### config.mk
export PLATFORM = sky130hd
export DESIGN_NAME = axi_lite_decoder_1to2
export DESIGN_NICKNAME = d
export VERILOG_FILES = /design/src/rtl/axi_lite_decoder_1to2.sv
export SDC_FILE = /design/constraint.sdc
export NUM_CORES = 1
export LEC_CHECK = 0
export ABC_AREA = 1
export BUFFER_PORTS_ARGS = -buffer_cell sky130_fd_sc_hd__buf_4
export CORE_AREA = 2 2 173 175
export DETAILED_ROUTE_END_ITERATION = 7
export DIE_AREA = 0 0 175 177
export GPL_TIMING_DRIVEN = 1
export SYNTH_ARGS = -nofsm -noshare
export SYNTH_HDL_FRONTEND = slang
export SYNTH_SLANG_ARGS = --single-unit
### constraint.sdc
create_clock -name clk -period 2.35 [get_ports clk]
set_input_delay 0.3525 -clock clk [delete_from_list [all_inputs] [get_ports clk]]
set_output_delay 0.3525 -clock clk [all_outputs]
set_load 0.02 [all_outputs]
### src/rtl/axi_lite_decoder_1to2.sv
// axi_lite_decoder_1to2: routes one AXI4-Lite transaction at a time from one master to one of two slaves, with decode-error and timeout handling.
module axi_lite_decoder_1to2 #(
    parameter logic [31:0] S0_BASE   = 32'h0000_0000,
    parameter logic [31:0] S0_MASK   = 32'hFFFF_0000,
    parameter logic [31:0] S1_BASE   = 32'h0200_0000,
    parameter logic [31:0] S1_MASK   = 32'hFFFF_FFF0,
    parameter logic [31:0] ERR_RDATA = 32'hDEAD_BEEF,
    parameter int          TIMEOUT   = 255
) (
    input  logic        clk,
    input  logic        resetn,
    input  logic        mem_axi_awvalid,
    output logic        mem_axi_awready,
    input  logic [31:0] mem_axi_awaddr,
    input  logic [2:0]  mem_axi_awprot,
    input  logic        mem_axi_wvalid,
    output logic        mem_axi_wready,
    input  logic [31:0] mem_axi_wdata,
    input  logic [3:0]  mem_axi_wstrb,
    output logic        mem_axi_bvalid,
    input  logic        mem_axi_bready,
    input  logic        mem_axi_arvalid,
    output logic        mem_axi_arready,
    input  logic [31:0] mem_axi_araddr,
    input  logic [2:0]  mem_axi_arprot,
    output logic        mem_axi_rvalid,
    input  logic        mem_axi_rready,
    output logic [31:0] mem_axi_rdata,
    output logic        s0_axi_awvalid,
    input  logic        s0_axi_awready,
    output logic [31:0] s0_axi_awaddr,
    output logic [2:0]  s0_axi_awprot,
    output logic        s0_axi_wvalid,
    input  logic        s0_axi_wready,
    output logic [31:0] s0_axi_wdata,
    output logic [3:0]  s0_axi_wstrb,
    input  logic        s0_axi_bvalid,
    output logic        s0_axi_bready,
    output logic        s0_axi_arvalid,
    input  logic        s0_axi_arready,
    output logic [31:0] s0_axi_araddr,
    output logic [2:0]  s0_axi_arprot,
    input  logic        s0_axi_rvalid,
    output logic        s0_axi_rready,
    input  logic [31:0] s0_axi_rdata,
    output logic        s1_axi_awvalid,
    input  logic        s1_axi_awready,
    output logic [31:0] s1_axi_awaddr,
    output logic [2:0]  s1_axi_awprot,
    output logic        s1_axi_wvalid,
    input  logic        s1_axi_wready,
    output logic [31:0] s1_axi_wdata,
    output logic [3:0]  s1_axi_wstrb,
    input  logic        s1_axi_bvalid,
    output logic        s1_axi_bready,
    output logic        s1_axi_arvalid,
    input  logic        s1_axi_arready,
    output logic [31:0] s1_axi_araddr,
    output logic [2:0]  s1_axi_arprot,
    input  logic        s1_axi_rvalid,
    output logic        s1_axi_rready,
    input  logic [31:0] s1_axi_rdata,
    output logic        decerr_pulse,
    output logic        timeout_pulse
);
    localparam int CW = $clog2(TIMEOUT + 1);
    localparam logic [CW-1:0] CNT_MAX = CW'(TIMEOUT);

    typedef enum logic [2:0] {IDLE, W_DATA, W_FWD, W_RESP, B_OUT, R_FWD, R_RESP, R_OUT} state_t;
    typedef enum logic [1:0] {SEL_S0, SEL_S1, SEL_ERR} sel_t;

    state_t state;
    sel_t sel;
    logic [31:0] addr, wdata, rdata;
    logic [2:0] prot;
    logic [3:0] wstrb;
    logic aw_pend, w_pend, expired, on0, on1;
    logic sel_awready, sel_wready, sel_bvalid, sel_arready, sel_rvalid;
    logic [31:0] sel_rdata;
    logic [CW-1:0] cnt;

    function automatic sel_t decode(input logic [31:0] a);
        return ((a & S0_MASK) == S0_BASE) ? SEL_S0 : ((a & S1_MASK) == S1_BASE) ? SEL_S1 : SEL_ERR;
    endfunction

    // At the timeout cycle every downstream valid/ready is already withdrawn, so no handshake can race the abort.
    assign expired = (cnt == CNT_MAX) && (state inside {W_FWD, W_RESP, R_FWD, R_RESP});
    assign on0 = sel == SEL_S0 && cnt != CNT_MAX;
    assign on1 = sel == SEL_S1 && cnt != CNT_MAX;

    assign mem_axi_awready = state == IDLE;
    assign mem_axi_arready = state == IDLE && !mem_axi_awvalid;
    assign mem_axi_wready  = state == W_DATA;
    assign mem_axi_bvalid  = state == B_OUT;
    assign mem_axi_rvalid  = state == R_OUT;
    assign mem_axi_rdata   = rdata;

    assign s0_axi_awvalid = on0 && state == W_FWD && aw_pend;
    assign s0_axi_wvalid  = on0 && state == W_FWD && w_pend;
    assign s0_axi_bready  = on0 && state == W_RESP;
    assign s0_axi_arvalid = on0 && state == R_FWD;
    assign s0_axi_rready  = on0 && state == R_RESP;
    assign s1_axi_awvalid = on1 && state == W_FWD && aw_pend;
    assign s1_axi_wvalid  = on1 && state == W_FWD && w_pend;
    assign s1_axi_bready  = on1 && state == W_RESP;
    assign s1_axi_arvalid = on1 && state == R_FWD;
    assign s1_axi_rready  = on1 && state == R_RESP;

    assign s0_axi_awaddr = addr;
    assign s1_axi_awaddr = addr;
    assign s0_axi_araddr = addr;
    assign s1_axi_araddr = addr;
    assign s0_axi_awprot = prot;
    assign s1_axi_awprot = prot;
    assign s0_axi_arprot = prot;
    assign s1_axi_arprot = prot;
    assign s0_axi_wdata  = wdata;
    assign s1_axi_wdata  = wdata;
    assign s0_axi_wstrb  = wstrb;
    assign s1_axi_wstrb  = wstrb;

    assign sel_awready = (sel == SEL_S1) ? s1_axi_awready : s0_axi_awready;
    assign sel_wready  = (sel == SEL_S1) ? s1_axi_wready  : s0_axi_wready;
    assign sel_bvalid  = (sel == SEL_S1) ? s1_axi_bvalid  : s0_axi_bvalid;
    assign sel_arready = (sel == SEL_S1) ? s1_axi_arready : s0_axi_arready;
    assign sel_rvalid  = (sel == SEL_S1) ? s1_axi_rvalid  : s0_axi_rvalid;
    assign sel_rdata   = (sel == SEL_S1) ? s1_axi_rdata   : s0_axi_rdata;

    always_ff @(posedge clk or negedge resetn) begin
        if (!resetn) begin
            state <= IDLE;
            sel <= SEL_ERR;
            addr <= '0;
            prot <= '0;
            wdata <= '0;
            wstrb <= '0;
            rdata <= '0;
            aw_pend <= 1'b0;
            w_pend <= 1'b0;
            cnt <= '0;
            decerr_pulse <= 1'b0;
            timeout_pulse <= 1'b0;
        end else begin
            decerr_pulse <= 1'b0;
            timeout_pulse <= 1'b0;
            if (state inside {W_FWD, W_RESP, R_FWD, R_RESP}) cnt <= cnt + 1'b1;
            if (expired) begin
                timeout_pulse <= 1'b1;
                aw_pend <= 1'b0;
                w_pend <= 1'b0;
                state <= (state == W_FWD || state == W_RESP) ? B_OUT : R_OUT;
                if (state == R_FWD || state == R_RESP) rdata <= ERR_RDATA;
            end else begin
                case (state)
                    IDLE:
                        if (mem_axi_awvalid) begin
                            addr <= mem_axi_awaddr;
                            prot <= mem_axi_awprot;
                            sel <= decode(mem_axi_awaddr);
                            state <= W_DATA;
                        end else if (mem_axi_arvalid) begin
                            addr <= mem_axi_araddr;
                            prot <= mem_axi_arprot;
                            sel <= decode(mem_axi_araddr);
                            cnt <= '0;
                            if (decode(mem_axi_araddr) == SEL_ERR) begin
                                rdata <= ERR_RDATA;
                                decerr_pulse <= 1'b1;
                                state <= R_OUT;
                            end else begin
                                state <= R_FWD;
                            end
                        end
                    W_DATA:
                        if (mem_axi_wvalid) begin
                            wdata <= mem_axi_wdata;
                            wstrb <= mem_axi_wstrb;
                            cnt <= '0;
                            aw_pend <= sel != SEL_ERR;
                            w_pend <= sel != SEL_ERR;
                            decerr_pulse <= sel == SEL_ERR;
                            state <= (sel == SEL_ERR) ? B_OUT : W_FWD;
                        end
                    W_FWD: begin
                        aw_pend <= aw_pend && !sel_awready;
                        w_pend <= w_pend && !sel_wready;
                        if ((!aw_pend || sel_awready) && (!w_pend || sel_wready)) state <= W_RESP;
                    end
                    W_RESP: if (sel_bvalid) state <= B_OUT;
                    B_OUT: if (mem_axi_bready) state <= IDLE;
                    R_FWD: if (sel_arready) state <= R_RESP;
                    R_RESP:
                        if (sel_rvalid) begin
                            rdata <= sel_rdata;
                            state <= R_OUT;
                        end
                    R_OUT: if (mem_axi_rready) state <= IDLE;
                    default: state <= IDLE;
                endcase
            end
        end
    end
endmodule
==> reports/qor.yml, run 1 <==
worst_setup_path:
  required_ps: 2000
  reg2reg_depth: 12
  r2r_end: "mem_axi_rdata[15]"
  r2r_setup_slack_ps: 230
  crit_arrival_ps: 1940
  critPathCaptureType: "output pin"
  crit_end: "s0_axi_wvalid"
  critical_path_class: "flip-flop to output pin"
  critical_path.startpoint: "cnt[1]"
  cp_max_fo: 5
  reg2reg_from: "state[0]"
  cp-start-kind: "flip-flop"
place:
  port_buffers: 447
  dp_hpwl_um: 20600
  placed_cell_area_um2: 10100
  pre_cts_ws_ps: 106
  gp_congestion: 0.835
pwr:
  pwr-share-seq_pct: 26.3
  swShare_pct: 47.3
  leakage_nw: 5.85
  p_clk_share_pct: 16.6
  power_density_nw_per_um2: 1420
  pwr-share-comb_pct: 57.1
  ir_drop_v: 0.000654
  p_sw_w: 0.00728
  p_int_w: 0.00812
  finalPower_w: 0.0154
sta:
  setup_violations: 0
  drv_slew: 0
  fmax_mhz: 437
  finalWorstSetupSlack_ps: 60.7
  hold_viol: 0
  slew_headroom_pct: 56.4
  min_period_ps: 2290
  finalCritPeriodShare_pct: 97.4
  grt_setup_unrepaired: "yes"
  tightest_slew_ps: 654
  fin_skew_ps: 11.2
floorplanning:
  core_area_um2: 29200
  pin_count: 448
  dieArea_um2: 31000
  start_util_pct: 25.3
  dieWidth_um: 175
  die_height_um: 177
  rows: 63
global_routing:
  grt_max_degree: 73
  antenna_found_initial: 0
  track_usage_pct: 16.5
  overflow: 0
  gr-usage-met2_pct: 28.4
  grt_pass1_wl_um: 40200
  use_met1_pct: 20.8
  grt.met3_usage_pct: 3.48
  grt_pass1_vias: 7169
  grt_busiest_layer: "met2"
hold_path:
  hold_class: "input port to flip-flop"
  hold_path_depth: 3
synthesis:
  ys_types: 38
  synth-edff-count: 0
  synth_common_cells: "nand2_1 (343), buf_4 (144), dfrtp_1 (119), nor2_1 (106), o21ai_0 (75)"
  yosysWarnings: 0
  synth_top_cell_area_share_pct: 40.2
  ys_top_cells_by_area: "dfrtp_1 (40%), nand2_1 (17%), buf_4 (15%), nor2_1 (5.4%), o21ai_0 (5.1%)"
  synth_top_area_cell: "dfrtp_1"
  syn-cell-area_um2: 7400
  syn_inst: 1029
  post-synth-top-count-cell: "nand2_1"
  yosysSeqAreaShare_pct: 40.6
  syn_avg_cell_area_um2: 7.19
  synth-main-ff-cell: "dfrtp_1"
  synthesis.nets: 1217
  async_reset_ff_share_pct: 100
  synth-seq-cells: 120
final_layout:
  fin_nets: 1521
  utilization_pct: 37.2
  fillers: 3082
  syn_to_final_growth_pct: 47.1
  drive_above_1_share_pct: 39.7
  design_area_um2: 10900
  diodes: 0
drt:
  routed_wl_um: 26400
  dr.pass1.iters: 5
  num_vias: 7505
  ant_nets: 0
  drc: 0
  viasPerCell: 4.32
  drt-initial-drc-count: 507
  wire_per_inst_um: 15.2
clock_tree:
  cts_buffers: 17
  cts_sinks: 120
  clk_pin_slew_ps: 70
  cts-root-buf: "clkbuf_16"
  cts_tree: "built"
  htreeDepth: 4
  clock_path_buffers: 2
  worst_skew_pair.late_latency_ps: 410
run:
  cap_violations: 0
outcome:
  status: "finished, final reports clean"
-- cells in the final DEF, fill, tap and decap left out, types with 2 or more instances in the layout --
cell type and count:
nor4_1 5, nor3_1 8, nor2_2 2, clkinvlp_4 5
nor2_1 99, o21ai_0 75, nand3_1 57, inv_2 4
xor2_1 5, nor2_4 8, a21oi_1 14, nand3b_1 2
o211ai_1 4, nand4_1 10, nand2_4 2, buf_4 458
buf_6 6, buf_12 3, nand2_1 340, inv_1 58
nand2_2 7, dfrtp_1 118, o31ai_1 7, clkbuf_16 17
inv_6 6
-- worst min-delay path by stage --
stage                                   to  slack [ps]         startpoint
after floorplan                    aw_pend          60             resetn
after global placement    s0_axi_arprot[1]         420             resetn
after detailed placement  s0_axi_arprot[1]         420             resetn
after CTS                 s0_axi_wdata[30]         100  mem_axi_wdata[30]
after global routing      s0_axi_wdata[30]         100  mem_axi_wdata[30]
final                     s0_axi_wdata[30]         120  mem_axi_wdata[30]
-- cells by family (layout without fill, tap and decap cells) --
family                   count (synthesis)  in the layout  synth area share (%)
AO/OA/AOI/OAI                          106            106                  7.86
XOR/XNOR                                 5              5                 0.592
adder cells (fa/ha/maj)                  1              1                 0.169
buffers and inverters                  249            566                  20.5
flip-flops                             120            120                  40.6
multiplexers                             1              1                 0.135
AND/OR/NAND/NOR                        547            547                  30.2
-- power groups by stage --
| stage | Sequential [W] | Clock (W) | Combinational (W) |
|---|---|---|---|
| 6_report | 0.00405 | 0.00256 | 0.00879 |
| 5_1_grt | 0.00420 | 0.00273 | 0.00944 |
| 4_1_cts | 0.00406 | 0.00264 | 0.00878 |
| 3_5_place_dp | 0.00406 | 0 | 0.00876 |
| 3_3_place_gp | 0.00405 | 0 | 0.00867 |
| 2_1_floorplan | 0.00481 | 0 | 0.00531 |
-- sequential cells by signal (all words and copies together), names as in the netlist, 2 cells and up --
| register | flops |
|---|---|
| state | 3 |
| s0_axi_wstrb | 4 |
| sel | 2 |
| s0_axi_arprot | 3 |
| s0_axi_wdata | 32 |
| cnt | 8 |
| s0_axi_araddr | 32 |
| mem_axi_rdata | 32 |
-- timing repair --
item | 4_1_cts | 5_1_grt
gates cloned | 0 | 0
setup endpoints to repair | 10 | 43
pin swaps | 0 | 6
endpoints found under the hold margin | 71 | 0
hold buffers | 1 | 0
buffers inserted | 0 | 3
gates resized for setup | 8 | 30
-- worst max-delay path: stages (launching register included) --
cell	delay (ps)
dfrtp_1	400
ha_2	200
and3_4	210
nand2_4	50
nor2_4	180
inv_4	70
nand3_4	200
nor2_4	60
buf_6	130
-- area by class of cell --
class                           count  area, um2  area share (%)
Clock inverter                     14        140            1.29
Tap cell                          390        488            4.48
Sequential cell                   120       3010            27.6
Multi-Input combinational cell    660       2980            27.4
Inverter                           65        248            2.28
Timing Repair Buffer              469       3590            33.0
Clock buffer                       18        429            3.94
-- through the flow --
stage	hold slack (ps)	TNS (ps)	cells
finish	124	0	1736
global route	98.8	-224	1736
CTS	95.1	0	1733
detailed placement	419	0	1700
global placement	421	0	1700
floorplan	56.9	0	1029
-- per-layer routing --
metal  up-vias  part of all wire, %
met4         0                  1.7
met3        27                  5.8
li1       3706                    -
met1      3519                   42
met5         -                    0
met2       253                   51
No activity file was read; power rests on OpenSTA's default activity.
==> inputs of run 2 (changes only) <==
- BUFFER_PORTS_ARGS: -buffer_cell sky130_fd_sc_hd__buf_4 -> -buffer_cell sky130_fd_sc_hd__buf_2
==> reports/qor.yml, run 2 (same netlist as run 1, synthesis figures left out) <==
worst_setup_path:
  r2r_end: "mem_axi_rdata[26]"  # was mem_axi_rdata[15]
  slowest_delay_ps: 500  # was 400 ps
  critPathSlowestCell: "dfrtp_2"  # was dfrtp_1
  cp-start-kind: "flip-flop"  # unchanged
  required_ps: 2000  # about the same
  crit_arrival_ps: 1960  # was 1940 ps
  cp_top_family: "simple AND/OR/NAND/NOR gates"  # unchanged
  path_buf_inv: 3  # was 2
  crit_cells: 6  # was 8
  cp_max_fo: 10  # was 5
  path_cells: "nor2_1, inv_1, nor2_2, inv_1, nor2_2, buf_2"  # was ha_2, and3_4, nand2_4, nor2_4, inv_4, nand3_4, nor2_4, buf_6
  critical_path_class: "flip-flop to output pin"  # unchanged
  critical_path.startpoint: "state[2]"  # was cnt[1]
  reg2reg_from: "state[0]"  # unchanged
  critPathCaptureType: "output pin"  # unchanged
  crit_end: "mem_axi_arready"  # was s0_axi_wvalid
  reg2reg_depth: 12  # unchanged
  r2r_setup_slack_ps: 190  # was 230 ps
place:
  place_inst: 1697  # was 1700
  pre_cts_ws_ps: 139  # was 106 ps
  port_buffers: 447  # unchanged
  dp_hpwl_um: 19500  # was 20600 um
  placed_cell_area_um2: 9020  # was 10100 um2
  gp_congestion: 0.865  # was 0.835
clock_tree:
  clk_pin_slew_ps: 70  # about the same
  cts_buffers: 17  # unchanged
  cts-root-buf: "clkbuf_16"  # unchanged
  worst_skew_pair.late_latency_ps: 430  # was 410 ps
  clock_path_buffers: 2  # unchanged
  cts_sinks: 120  # unchanged
  cts_tree: "built"  # unchanged
  htreeDepth: 4  # unchanged
final_layout:
  fin_nets: 1517  # was 1521
  diodes: 0  # unchanged
  final_common_cell: "buf_2"  # was buf_4
  syn_to_final_growth_pct: 32.5  # was 47.1%
  fillers: 3177  # was 3082
  final_cell_mix: "buf_2 (438), nand2_1 (340), dfrtp_1 (117), nor2_1 (98), o21ai_0 (75)"  # was buf_4 (458), nand2_1 (340), dfrtp_1 (118), nor2_1 (99), o21ai_0 (75)
  drive_above_1_share_pct: 39.6  # was 39.7%
  fin_cells: 1732  # was 1736
  design_area_um2: 9810  # was 10900 um2
  utilization_pct: 33.5  # was 37.2%
sta:
  finalCritPeriodShare_pct: 98.4  # was 97.4%
  drv_slew: 0  # unchanged
  fin_skew_ps: 14.6  # was 11.2 ps
  tightest_slew_ps: 700  # was 654 ps
  hold_viol: 0  # unchanged
  grt_setup_unrepaired: "yes"  # unchanged
  fmax_mhz: 432  # was 437 MHz
  finalWorstSetupSlack_ps: 36.9  # was 60.7 ps
  min_period_ps: 2310  # was 2290 ps
  slew_headroom_pct: 53.3  # was 56.4%
  setup_violations: 0  # unchanged
pwr:
  ir_drop_v: 0.000713  # was 0.000654 V
  leakage_nw: 5.55  # was 5.85 nW
  power_density_nw_per_um2: 1450  # was 1420 nW/um2
  p_sw_w: 0.00707  # was 0.00728 W
  swShare_pct: 49.5  # was 47.3%
  pwr-share-comb_pct: 52.7  # was 57.1%
  p_clk_share_pct: 19.6  # was 16.6%
  pwr-share-seq_pct: 27.7  # was 26.3%
  p_int_w: 0.00720  # was 0.00812 W
floorplanning:
  dieWidth_um: 175  # unchanged
  core_area_um2: 29200  # unchanged
  dieArea_um2: 31000  # unchanged
  start_util_pct: 25.3  # unchanged
  die_height_um: 177  # unchanged
  pin_count: 448  # unchanged
  rows: 63  # unchanged
drt:
  dr.pass1.iters: 5  # unchanged
  ant_nets: 0  # unchanged
  drt-initial-drc-count: 440  # was 507
  drc: 0  # unchanged
  routed_wl_um: 25200  # was 26400 um
  wire_per_inst_um: 14.6  # was 15.2 um
  num_vias: 7498  # was 7505
  viasPerCell: 4.33  # was 4.32
global_routing:
  grt_pass1_vias: 6913  # was 7169
  overflow: 0  # unchanged
  antenna_found_initial: 0  # unchanged
  track_usage_pct: 15.8  # was 16.5%
  grt_pass1_wl_um: 38200  # was 40200 um
  grt_max_degree: 121  # was 73
run:
  cap_violations: 0  # unchanged
hold_path:
  hold_class: "input port to async pin"  # was input port to flip-flop
outcome:
  status: "finished, final reports clean"  # unchanged
run 2: cell types whose count changed in the layout (fill, tap and decap cells not counted), sizes merged:
cell / before / now
buf: 468 / 465
bufinv: 1 / 3
clkbuf: 18 / 20
clkinv: 3 / 6
clkinvlp: 5 / 3
dlygate4sd3: 1 / 0
inv: 70 / 65
run 2: how the worst min path moves through the flow:
stage | from | to | slack (ps)
after global routing | resetn | s0_axi_araddr[1] | 60
after detailed placement | mem_axi_rdata[9] | mem_axi_rdata[9] | 460
final | resetn | s0_axi_araddr[1] | 4
after CTS | resetn | s0_axi_araddr[1] | 40
after global placement | mem_axi_rdata[20] | mem_axi_rdata[20] | 450
after floorplan | resetn | aw_pend | 60
run 2: per-stage QoR:
stage | TNS, ps | total power [W] | hold WS (ps)
final | 0 | 0.0143 | 4.23
after global routing | -744 | 0.0152 | 55.8
after CTS | -90.9 | 0.0144 | 44.7
after detailed placement | 0 | 0.0115 | 457
after global placement | 0 | 0.0114 | 450
after floorplan | 0 | 0.0101 | 56.9
run 2: worst register-to-register path, stage by stage (launching register included):
cell     delay, ps
dfrtp_1        450
inv_1          160
nand2_1        120
nand2_2        100
nand2_2         70
o21ai_4        130
nand2_2        190
inv_1          170
nor2_1          90
nor2_4         200
nand2_8        180
nand2_1        130
nand2_1         50
run 2: repair_timing:
item                                    in CTS  in global routing
endpoints found under the setup margin      11                 43
hold buffers                                 0                  0
pin swaps                                    0                  3
gates resized for setup                     19                 21
buffers inserted                             0                  3
run 2: layer usage:
metal  global-route usage, %  vias to the layer above  routed length, um  share of wire, %
met1                    20.0                     3525              10900                43
met2                    27.0                      251              12700                50
met3                    3.26                       24               1340               5.3
met5                       0                        -                  0                 0
li1                        -                     3698                  -                 -
met4                    4.90                        0                367               1.5
run 2: final cells by class:
cell class	instances	area [um2]	area share (%)
sequential	120	3010	30.7
multi-input combinational	660	2970	30.2
timing repair buffer	465	2470	25.2
tap	390	488	4.98
clock buffer	20	467	4.76
inverter	65	248	2.53
clock inverter	12	165	1.68
run 2: power groups by stage:
stage,Sequential [W],Clock [W],Combinational (W)
6_report,0.00395,0.00279,0.00752
4_1_cts,0.00396,0.00287,0.00753
3_5_place_dp,0.00397,0,0.00751
2_1_floorplan,0.00481,0,0.00531
5_1_grt,0.00410,0.00297,0.00816
3_3_place_gp,0.00395,0,0.00744
